--- config.mk ---
export PLATFORM = sky130hd
export DESIGN_NAME = adap_quan_inv
export DESIGN_NICKNAME = d
export VERILOG_FILES = /design/src/rtl/adap_quan_inv.sv
export SDC_FILE = /design/constraint.sdc
export NUM_CORES = 1
export LEC_CHECK = 0
export ABC_AREA = 1
export CAP_MARGIN = 40
export CORE_UTILIZATION = 45
export CTS_CLUSTER_SIZE = 8
export DETAILED_ROUTE_END_ITERATION = 7
export PLACE_DENSITY_LB_ADDON = 0.2
export SYNTH_ARGS = -nofsm -noshare
export SYNTH_HDL_FRONTEND = slang
export SYNTH_SLANG_ARGS = --single-unit
export TNS_END_PERCENT = 20
--- constraint.sdc ---
create_clock -name CLK -period 1.8 [get_ports CLK]
set_clock_uncertainty 0.2 [all_clocks]
set_input_delay 0.36 -clock CLK [delete_from_list [all_inputs] [get_ports CLK]]
set_output_delay 0.36 -clock CLK [all_outputs]
set_load 0.05 [all_outputs]
--- src/rtl/adap_quan_inv.sv ---
// G.726 inverse adaptive quantizer: codeword + scale factor -> sign-magnitude DQ.
// Three-stage RECONST / ADDA / ANTILOG pipeline with a global advance enable.
module adap_quan_inv (
    input  logic        CLK,
    input  logic        RESET,
    input  logic        IN_VALID,
    output logic        IN_READY,
    input  logic [4:0]  I,
    input  logic [12:0] Y,
    input  logic [1:0]  RATE,
    output logic        OUT_VALID,
    input  logic        OUT_READY,
    output logic [15:0] DQ
);

    logic        s1_v_q, s1_v_d;
    logic        s1_dqs_q, s1_dqs_d;
    logic [11:0] s1_dqln_q, s1_dqln_d;
    logic [10:0] s1_y_q, s1_y_d;
    logic        s2_v_q, s2_v_d;
    logic        s2_dqs_q, s2_dqs_d;
    logic [11:0] s2_dql_q, s2_dql_d;
    logic        out_v_q, out_v_d;
    logic [15:0] dq_q, dq_d;

    logic        en;
    logic        sgn;
    logic [3:0]  idx;
    logic [11:0] dqln;
    logic [3:0]  dex;
    logic [14:0] mag;

    assign en        = !out_v_q || OUT_READY;
    assign IN_READY  = en;
    assign OUT_VALID = out_v_q;
    assign DQ        = dq_q;

    always_comb begin
        sgn = 1'b0;
        idx = 4'd0;
        unique case (RATE)
            2'b00: begin
                sgn = I[1];
                idx = {3'b0, I[1] ? ~I[0] : I[0]};
            end
            2'b01: begin
                sgn = I[2];
                idx = {2'b0, I[2] ? ~I[1:0] : I[1:0]};
            end
            2'b10: begin
                sgn = I[3];
                idx = {1'b0, I[3] ? ~I[2:0] : I[2:0]};
            end
            default: begin
                sgn = I[4];
                idx = I[4] ? ~I[3:0] : I[3:0];
            end
        endcase
    end

    // 12'h800 is the log-domain minus infinity; 12'hFBE is -66
    always_comb begin
        dqln = 12'h800;
        unique case (RATE)
            2'b00: dqln = idx[0] ? 12'd365 : 12'd116;
            2'b01: begin
                unique case (idx[1:0])
                    2'd0:    dqln = 12'h800;
                    2'd1:    dqln = 12'd135;
                    2'd2:    dqln = 12'd273;
                    default: dqln = 12'd373;
                endcase
            end
            2'b10: begin
                unique case (idx[2:0])
                    3'd0:    dqln = 12'h800;
                    3'd1:    dqln = 12'd4;
                    3'd2:    dqln = 12'd135;
                    3'd3:    dqln = 12'd213;
                    3'd4:    dqln = 12'd273;
                    3'd5:    dqln = 12'd323;
                    3'd6:    dqln = 12'd373;
                    default: dqln = 12'd425;
                endcase
            end
            default: begin
                unique case (idx)
                    4'd0:    dqln = 12'h800;
                    4'd1:    dqln = 12'hFBE;
                    4'd2:    dqln = 12'd28;
                    4'd3:    dqln = 12'd104;
                    4'd4:    dqln = 12'd169;
                    4'd5:    dqln = 12'd224;
                    4'd6:    dqln = 12'd274;
                    4'd7:    dqln = 12'd318;
                    4'd8:    dqln = 12'd358;
                    4'd9:    dqln = 12'd395;
                    4'd10:   dqln = 12'd429;
                    4'd11:   dqln = 12'd459;
                    4'd12:   dqln = 12'd488;
                    4'd13:   dqln = 12'd514;
                    4'd14:   dqln = 12'd539;
                    default: dqln = 12'd566;
                endcase
            end
        endcase
    end

    // Shift by 15-DEX from a one-bit-wider base so DEX=15 is a left shift
    always_comb begin
        dex = s2_dql_q[10:7];
        mag = 15'({1'b1, s2_dql_q[6:0], 8'b0} >> (4'd15 - dex));
        if (s2_dql_q[11]) begin
            mag = 15'd0;
        end
    end

    always_comb begin
        s1_v_d    = s1_v_q;
        s1_dqs_d  = s1_dqs_q;
        s1_dqln_d = s1_dqln_q;
        s1_y_d    = s1_y_q;
        s2_v_d    = s2_v_q;
        s2_dqs_d  = s2_dqs_q;
        s2_dql_d  = s2_dql_q;
        out_v_d   = out_v_q;
        dq_d      = dq_q;
        if (en) begin
            s1_v_d    = IN_VALID;
            s1_dqs_d  = sgn;
            s1_dqln_d = dqln;
            s1_y_d    = Y[12:2];
            s2_v_d    = s1_v_q;
            s2_dqs_d  = s1_dqs_q;
            s2_dql_d  = s1_dqln_q + {1'b0, s1_y_q};
            out_v_d   = s2_v_q;
            dq_d      = {s2_dqs_q, mag};
        end
    end

    always_ff @(posedge CLK or posedge RESET) begin
        if (RESET) begin
            s1_v_q    <= 1'b0;
            s1_dqs_q  <= 1'b0;
            s1_dqln_q <= 12'd0;
            s1_y_q    <= 11'd0;
            s2_v_q    <= 1'b0;
            s2_dqs_q  <= 1'b0;
            s2_dql_q  <= 12'd0;
            out_v_q   <= 1'b0;
            dq_q      <= 16'd0;
        end else begin
            s1_v_q    <= s1_v_d;
            s1_dqs_q  <= s1_dqs_d;
            s1_dqln_q <= s1_dqln_d;
            s1_y_q    <= s1_y_d;
            s2_v_q    <= s2_v_d;
            s2_dqs_q  <= s2_dqs_d;
            s2_dql_q  <= s2_dql_d;
            out_v_q   <= out_v_d;
            dq_q      <= dq_d;
        end
    end

endmodule

==> results of run 1 <==
-- Yosys cell counts, drive strengths merged, types with 4 or more instances --
| cell | count |
|---|---|
| nand2 | 190 |
| dfrtp | 56 |
| inv | 46 |
| nand3 | 46 |
| o21ai | 39 |
| nor2 | 34 |
| a21oi | 23 |
| ha | 16 |
| nand4 | 13 |
| buf | 10 |
| or2 | 9 |
| clkbuf | 7 |
| o211ai | 4 |
| o221ai | 4 |
| o22ai | 4 |
-- metal layers --
layer	global-route usage [%]	vias up	share of wire, %
met3	3.612	26	5.3
met1	37.02	1871	44
met2	43.70	129	48
met5	0	-	0
met4	10.16	0	2.9
li1	-	1952	-
-- worst max-delay path, delay by kind of cell (launching register included) --
family,cells,cell delay [ns]
flops,1,0.42
simple gates,6,0.49
fa+ha+maj,2,0.56
buf+inv,2,0.13
compound gates,1,0.06
-- stage by stage --
step	area [sq um]	setup TNS, ns
2_1_floorplan	3839	-1.951
3_3_place_gp	5022	-17.39
3_5_place_dp	5022	-18.57
4_1_cts	5384	-1.939
5_1_grt	5532	-2.796
6_report	5532	-0.9059
-- power by group through the flow --
stage	combinational [W]	clock, W	sequential (W)
global route	0.00503	0.000968	0.00221
global placement	0.00406	0	0.00211
floorplan	0.00208	0	0.00236
detailed placement	0.00413	0	0.00213
CTS	0.00440	0.000918	0.00213
finish	0.00460	0.000916	0.00214
-- registers in the layout, indices dropped and copies added (netlist names) --
| register | cells |
|---|---|
| DQ | 16 |
| s1_v_q | 1 |
| OUT_VALID | 1 |
| s1_dqs_q | 1 |
| s2_v_q | 1 |
| s1_y_q | 11 |
| s1_dqln_q | 12 |
| s2_dql_q | 12 |
| s2_dqs_q | 1 |
-- layout make-up --
| type | instances | share of cell area [%] |
|---|---|---|
| tap | 102 | 2.307 |
| timing repair buffer | 127 | 22.46 |
| multi-input combinational | 401 | 44.18 |
| sequential | 56 | 25.36 |
| inverter | 47 | 3.551 |
| clock buffer | 5 | 1.244 |
| clock inverter | 3 | 0.9048 |
-- cell families (layout without fill, tap and decap cells) --
group,after synthesis,count (layout)
and+or+nand+nor,296,296
AOI/OAI and AO/OA,86,86
adders and majority gates,17,17
DFF,56,56
xor gates and xnor gates,1,1
muxes,1,1
buffers and inverters,64,182
-- worst min-delay path by stage --
stage / from / to / slack (ns) / depth (start not counted)
6_report: RESET / s1_y_q[10] / 0.10 / 2
5_1_grt: RESET / s1_y_q[10] / 0.13 / 2
3_3_place_gp: s2_v_q / OUT_VALID / 0.24 / 2
3_5_place_dp: s2_v_q / OUT_VALID / 0.24 / 2
4_1_cts: RESET / DQ[1] / 0.11 / 2
2_1_floorplan: s2_v_q / OUT_VALID / 0.22 / 2
-- placed cells by master, fill, tap and decap left out, types with 5 or more instances in the layout --
cell type	Yosys	final
inv_1	41	30
or2_2	9	5
ha_4	0	13
dfrtp_1	56	55
nand2_2	2	10
o21ai_1	2	7
nand3_1	39	27
buf_4	2	87
inv_2	4	10
buf_12	0	20
a21oi_1	23	14
o21ai_0	37	29
nor2_1	32	27
a21oi_2	0	8
nand3_2	7	15
clkbuf_8	0	5
nand2_1	187	176
clkdlybuf4s50_1	0	14
nand4_1	13	13
-- what timing repair did --
item	4_1_cts	5_1_grt
hold buffers	0	0
gates resized for setup	63	54
pin swaps	27	24
setup endpoints to repair	24	43
buffers inserted	13	4
==> out/results.tsv, run 1 <==
stage	metric	value	unit
status	status	complete, but fails checks	
status	violations	negative setup slack	
detailed_routing	routedWlPerCell	14.84	microns
logic_synthesis	ys_warn_count	0	
finish	drive_above_1_share	34.12	%
cts	cts.sinks	56	
logic_synthesis	netlist_area	0.003692	sq mm
sta	rsz0062_at_grt	true	
detailed_routing	drt_iter0_drc	205	
worst_setup_path	cp-startpoint	s1_y_q[0]	
logic_synthesis	synth_nets	562	
sta	period_share	109.3	%
power	power.switching	0.003449	W
floorplanning	core-area	0.007848	sq mm
finish	utilization	70.49	%
cts	cts_htree_levels	2	
logic_synthesis	seq_area_frac_synth	37.95	%
finish	fillCellCount	655	
worst_setup_path	cp_slowest_cell	dfrtp_1	
power	total_power	0.007660	W
cts	clkTransAtPathRegs	0.12	ns
cts	cts_made_buffers	5	
worst_hold_path	hold_path_class	input pin to async pin	
worst_setup_path	r2r-start	s1_y_q[0]	
placed_design	dpl_worst_slack	-0.9525	ns
floorplanning	die_y	92.58	microns
logic_synthesis	synth.top_cell.area_share	37.95	%
grt	grt_pass1_vias	3777	
floorplanning	die_area	0.008571	sq mm
sta	hold_slack	0.1012	ns
sta	finalSetupViolCount	14	
cts	root_buffer	clkbuf_8	
detailed_routing	drc_errors	0	
floorplanning	die_x	92.58	microns
power	p_int	0.004210	W
logic_synthesis	synth_compound_area_share	13.35	%
logic_synthesis	yosys_most_used_dff	dfrtp_1	
cts	cts_buffer_depth	2	
placed_design	place_inst	720	
floorplanning	rows	32	
finish	multi_input_area	0.002444	sq mm
worst_setup_path	r2r-end	s2_dql_q[8]	
power	p_per_area	1385	mW/mm^2
worst_setup_path	crit_chain	ha_2 -> inv_2 -> fa_2 -> inv_2 -> nand3_2 -> nand2_2 -> nand4_1 -> nand2_1 -> nand2_1 -> nand3_2 -> o21ai_1	
power	pwr-share-comb	60.0	%
logic_synthesis	synth_simple_gate_area_share	34.94	%
worst_setup_path	rrSetupSlack	-0.17	ns
detailed_routing	dr.pass1.iters	5	
grt	antenna_found_initial	0	
finish	nNetsFinal	679	
worst_setup_path	crit_required	1.82	ns
logic_synthesis	synth-xor-area-share	0.2372	%
power	pwr-share-clk	12.0	%
worst_setup_path	setup.worst_path.start_class	register	
worst_setup_path	rr_worst_depth	11	
sta	tightestPinTransition	0.3736	ns
floorplanning	start_util	47.05	%
sta	slew_violations	0	
logic_synthesis	synthCells	521	
detailed_routing	ant_nets	0	
sta	fmax	508.3	MHz
sta	hold_viol_final	0	
power	seq_power_share	28.0	%
worst_setup_path	crit_end	s2_dql_q[8]	
cts	cts_tree	built	
logic_synthesis	synth_area_per_cell	7.087	sq um
logic_synthesis	yosys.area_share.adder	5.964	%
worst_setup_path	critPathMaxFanout	3	
flow_run	drv_cap	0	
placed_design	place_hpwl	8159	microns
grt	grt-ovfl-total	0	
power	swShare	45.03	%
power	ir_worst_vdd	0.7206	mV
logic_synthesis	synth_enable_flop_cells	0	
logic_synthesis	async_reset_ff_share	100.0	%
detailed_routing	vias_per_cell	5.368	
power	p_leak	2.688	nW
finish	stdcell_count	741	
logic_synthesis	yosysUniqueCellTypes	41	
grt	grt_first_pass_wirelength	18150	microns
sta	setup_ws	-0.1675	ns
logic_synthesis	yosys.area.top_type	dfrtp_1	
detailed_routing	drt_wl_total	10990	microns
grt	track_usage	27.10	%
worst_setup_path	end_kind	register	
logic_synthesis	synth_area_leaders	dfrtp_1 (38%), nand2_1 (19%), ha_1 (5.4%)	
placed_design	port_buffers	39	
grt	grt_max_degree	38	
floorplanning	num_io_pins	42	
sta	slew_headroom	74.83	%
detailed_routing	vias	3978	
finish	n_antenna_cell	0	
worst_setup_path	slowest_delay	0.42	ns
worst_setup_path	critical_path_class	register to register	
finish	regArea	0.001403	sq mm
logic_synthesis	synth-seq-cells	56	
cts	clkLatencyLatePin	0.32	ns
placed_design	routabilityCongestion	0.9607	
worst_setup_path	cp.arrival	1.98	ns
logic_synthesis	synth_top_family_by_area	simple AND/OR/NAND/NOR gates	
sta	min_period	1.967	ns
finish	area.growth.synth_to_final	49.81	%
logic_synthesis	synth.mux.area_fraction	0.2711	%
(Power assumes the default switching activity.)
==> run 2, diff against run 1 <==
--- a/config.mk
+++ b/config.mk
@@ -8,10 +8,10 @@
 export ABC_AREA = 1
 export CAP_MARGIN = 40
 export CORE_UTILIZATION = 45
+export CTS_BUF_LIST = sky130_fd_sc_hd__clkbuf_2 sky130_fd_sc_hd__clkbuf_4 sky130_fd_sc_hd__clkbuf_8
 export CTS_CLUSTER_SIZE = 8
 export DETAILED_ROUTE_END_ITERATION = 7
-export PLACE_DENSITY_LB_ADDON = 0.2
+export PLACE_DENSITY = 0.74
 export SYNTH_ARGS = -nofsm -noshare
 export SYNTH_HDL_FRONTEND = slang
 export SYNTH_SLANG_ARGS = --single-unit
-export TNS_END_PERCENT = 20
==> out/results.tsv, run 2 (synthesized netlist as in run 1, its figures left out) <==
stage	metric	value	unit
cts	clkLatencyLatePin	0.33	ns
worst_setup_path	cp.arrival	2.16	ns
placed_design	routabilityCongestion	0.9822	
status	violations	negative setup slack	
finish	final_cell_mix	nand2_1 (168), buf_4 (104), dfrtp_1 (53)	
finish	fin_area	0.006041	sq mm
grt	grt_pass1_vias	3972	
detailed_routing	dr.pass1.iters	5	
finish	utilization	76.98	%
cts	cts_buffer_depth	2	
sta	rsz0062_at_grt	true	
sta	fmax	468.3	MHz
power	p_per_area	1391	mW/mm^2
cts	cts_tree	built	
status	status	complete, but fails checks	
sta	min_period	2.135	ns
detailed_routing	drt_iter0_drc	493	
cts	cts_hold_buf	0	
worst_setup_path	critical_path_class	input pin to register	
worst_setup_path	cp_top_family	simple AND/OR/NAND/NOR gates	
cts	cts.sinks	56	
detailed_routing	ant_nets	0	
finish	largest_reg_flops	16	
worst_setup_path	end_kind	register	
grt	grt-ovfl-total	0	
flow_run	drv_cap	0	
power	p_leak	2.910	nW
sta	tightestPinTransition	0.3865	ns
sta	slew_headroom	73.96	%
floorplanning	num_io_pins	42	
worst_setup_path	critPathMostFrequentCell	nand2_1	
placed_design	port_buffers	39	
worst_setup_path	cp_slowest_cell	or2_4	
grt	track_usage	27.63	%
worst_setup_path	critPathMaxFanout	5	
cts	root_buffer	clkbuf_8	
placed_design	postPlaceCellArea	0.005144	sq mm
detailed_routing	drt_wl_total	12650	microns
floorplanning	rows	32	
placed_design	place_hpwl	8136	microns
detailed_routing	vias	4311	
floorplanning	die_area	0.008571	sq mm
cts	cts_htree_levels	2	
power	ir_worst_vdd	0.8228	mV
cts	cts_made_buffers	5	
sta	finalSetupViolCount	15	
worst_setup_path	cp_num_buf_inv	4	
finish	layout_commonest_cell	nand2_1	
floorplanning	start_util	47.05	%
placed_design	dpl_worst_slack	-1.080	ns
floorplanning	die_x	92.58	microns
sta	hold_viol_final	0	
sta	hold_slack	0.1002	ns
grt	grt_first_pass_wirelength	18710	microns
finish	nNetsFinal	712	
worst_setup_path	slowest_delay	0.26	ns
cts	clkTransAtPathRegs	0.10	ns
grt	grt_max_degree	51	
detailed_routing	vias_per_cell	5.570	
floorplanning	core-area	0.007848	sq mm
worst_setup_path	crit_required	1.82	ns
grt	antenna_found_initial	0	
worst_setup_path	crit_chain	clkbuf_4 -> inv_1 -> nand2_1 -> nand3_2 -> nand3_4 -> nand2_4 -> buf_4 -> ha_4 -> or2_4 -> nand3_2 -> nand2_1 -> a21oi_2 -> nand3_1 -> nand2_1 -> inv_1	
finish	n_antenna_cell	0	
finish	drive_above_1_share	40.63	%
sta	period_share	118.6	%
sta	setup_ws	-0.3354	ns
sta	slew_violations	0	
floorplanning	die_y	92.58	microns
detailed_routing	drc_errors	0	
worst_hold_path	hold_path_class	input pin to async pin	
worst_setup_path	setup.worst_path.start_class	input pin	
detailed_routing	routedWlPerCell	16.35	microns
finish	area.growth.synth_to_final	63.61	%
[run 2: through the flow]
step	std cells	setup TNS [ns]	power (W)
finish	774	-1.875	0.008402
global route	774	-3.062	0.008914
CTS	759	-1.263	0.007492
detailed placement	730	-18.15	0.006316
global placement	730	-17.16	0.006211
floorplan	521	-1.855	0.004509
[run 2: timing repair]
item	CTS	global route
setup buffers	22	17
gates cloned	0	0
resized for setup	87	83
endpoints found under the setup margin	21	33
endpoints found under the hold margin	0	0
pin swaps	34	58
[run 2: worst reg2reg max path, cell delays in order, from the launching register on]
cell and delay, ns:
dfrtp_1 0.38, ha_2 0.19, inv_2 0.05, fa_2 0.36, inv_2 0.10, nand3_2 0.07, nand2_2 0.10, nand4_1 0.13
nand2_1 0.10, nand2_1 0.05, nand3_1 0.05, o21ai_1 0.06
[run 2: routing by layer]
| layer | GRT usage (%) | wire [microns] | vias up |
|---|---|---|---|
| li1 | - | - | 2026 |
| met1 | 35.83 | 5150 | 2028 |
| met2 | 46.98 | 6354 | 205 |
| met3 | 3.859 | 738 | 52 |
| met4 | 9.896 | 410 | 0 |
| met5 | 0 | 0 | - |
[run 2: cell type report]
cell class | instances | area [sq um]
clock buffers | 5 | 68.82
repair buffers | 160 | 1572
flip-flops and latches | 56 | 1405
clock inverters | 3 | 21.27
multi-input cells | 401 | 2639
well taps | 102 | 127.6
fillers | 507 | 1807
inverters | 47 | 207.7
[run 2: where the power goes]
part           internal (W)  total, W  switching, W
clock network      0.000278  0.000727      0.000449
registers           0.00169   0.00217      0.000479
logic               0.00254   0.00550       0.00296
total               0.00451   0.00840       0.00389
[run 2: worst paths after layout]
path / from / to / slack, ns / depth (start not counted)
setup / recovery: I[3] / s1_dqln_q[3] / -0.34 / 15
hold / removal: RESET / DQ[14] / 0.10 / 2
setup reg to reg: s1_dqln_q[0] / s2_dql_q[8] / -0.13 / 11
hold reg to reg: s2_v_q / OUT_VALID / 0.28 / 2
max in group asynchronous: RESET / OUT_VALID / 0.81 / 3
min in group CLK: s2_v_q / OUT_VALID / 0.28 / 2
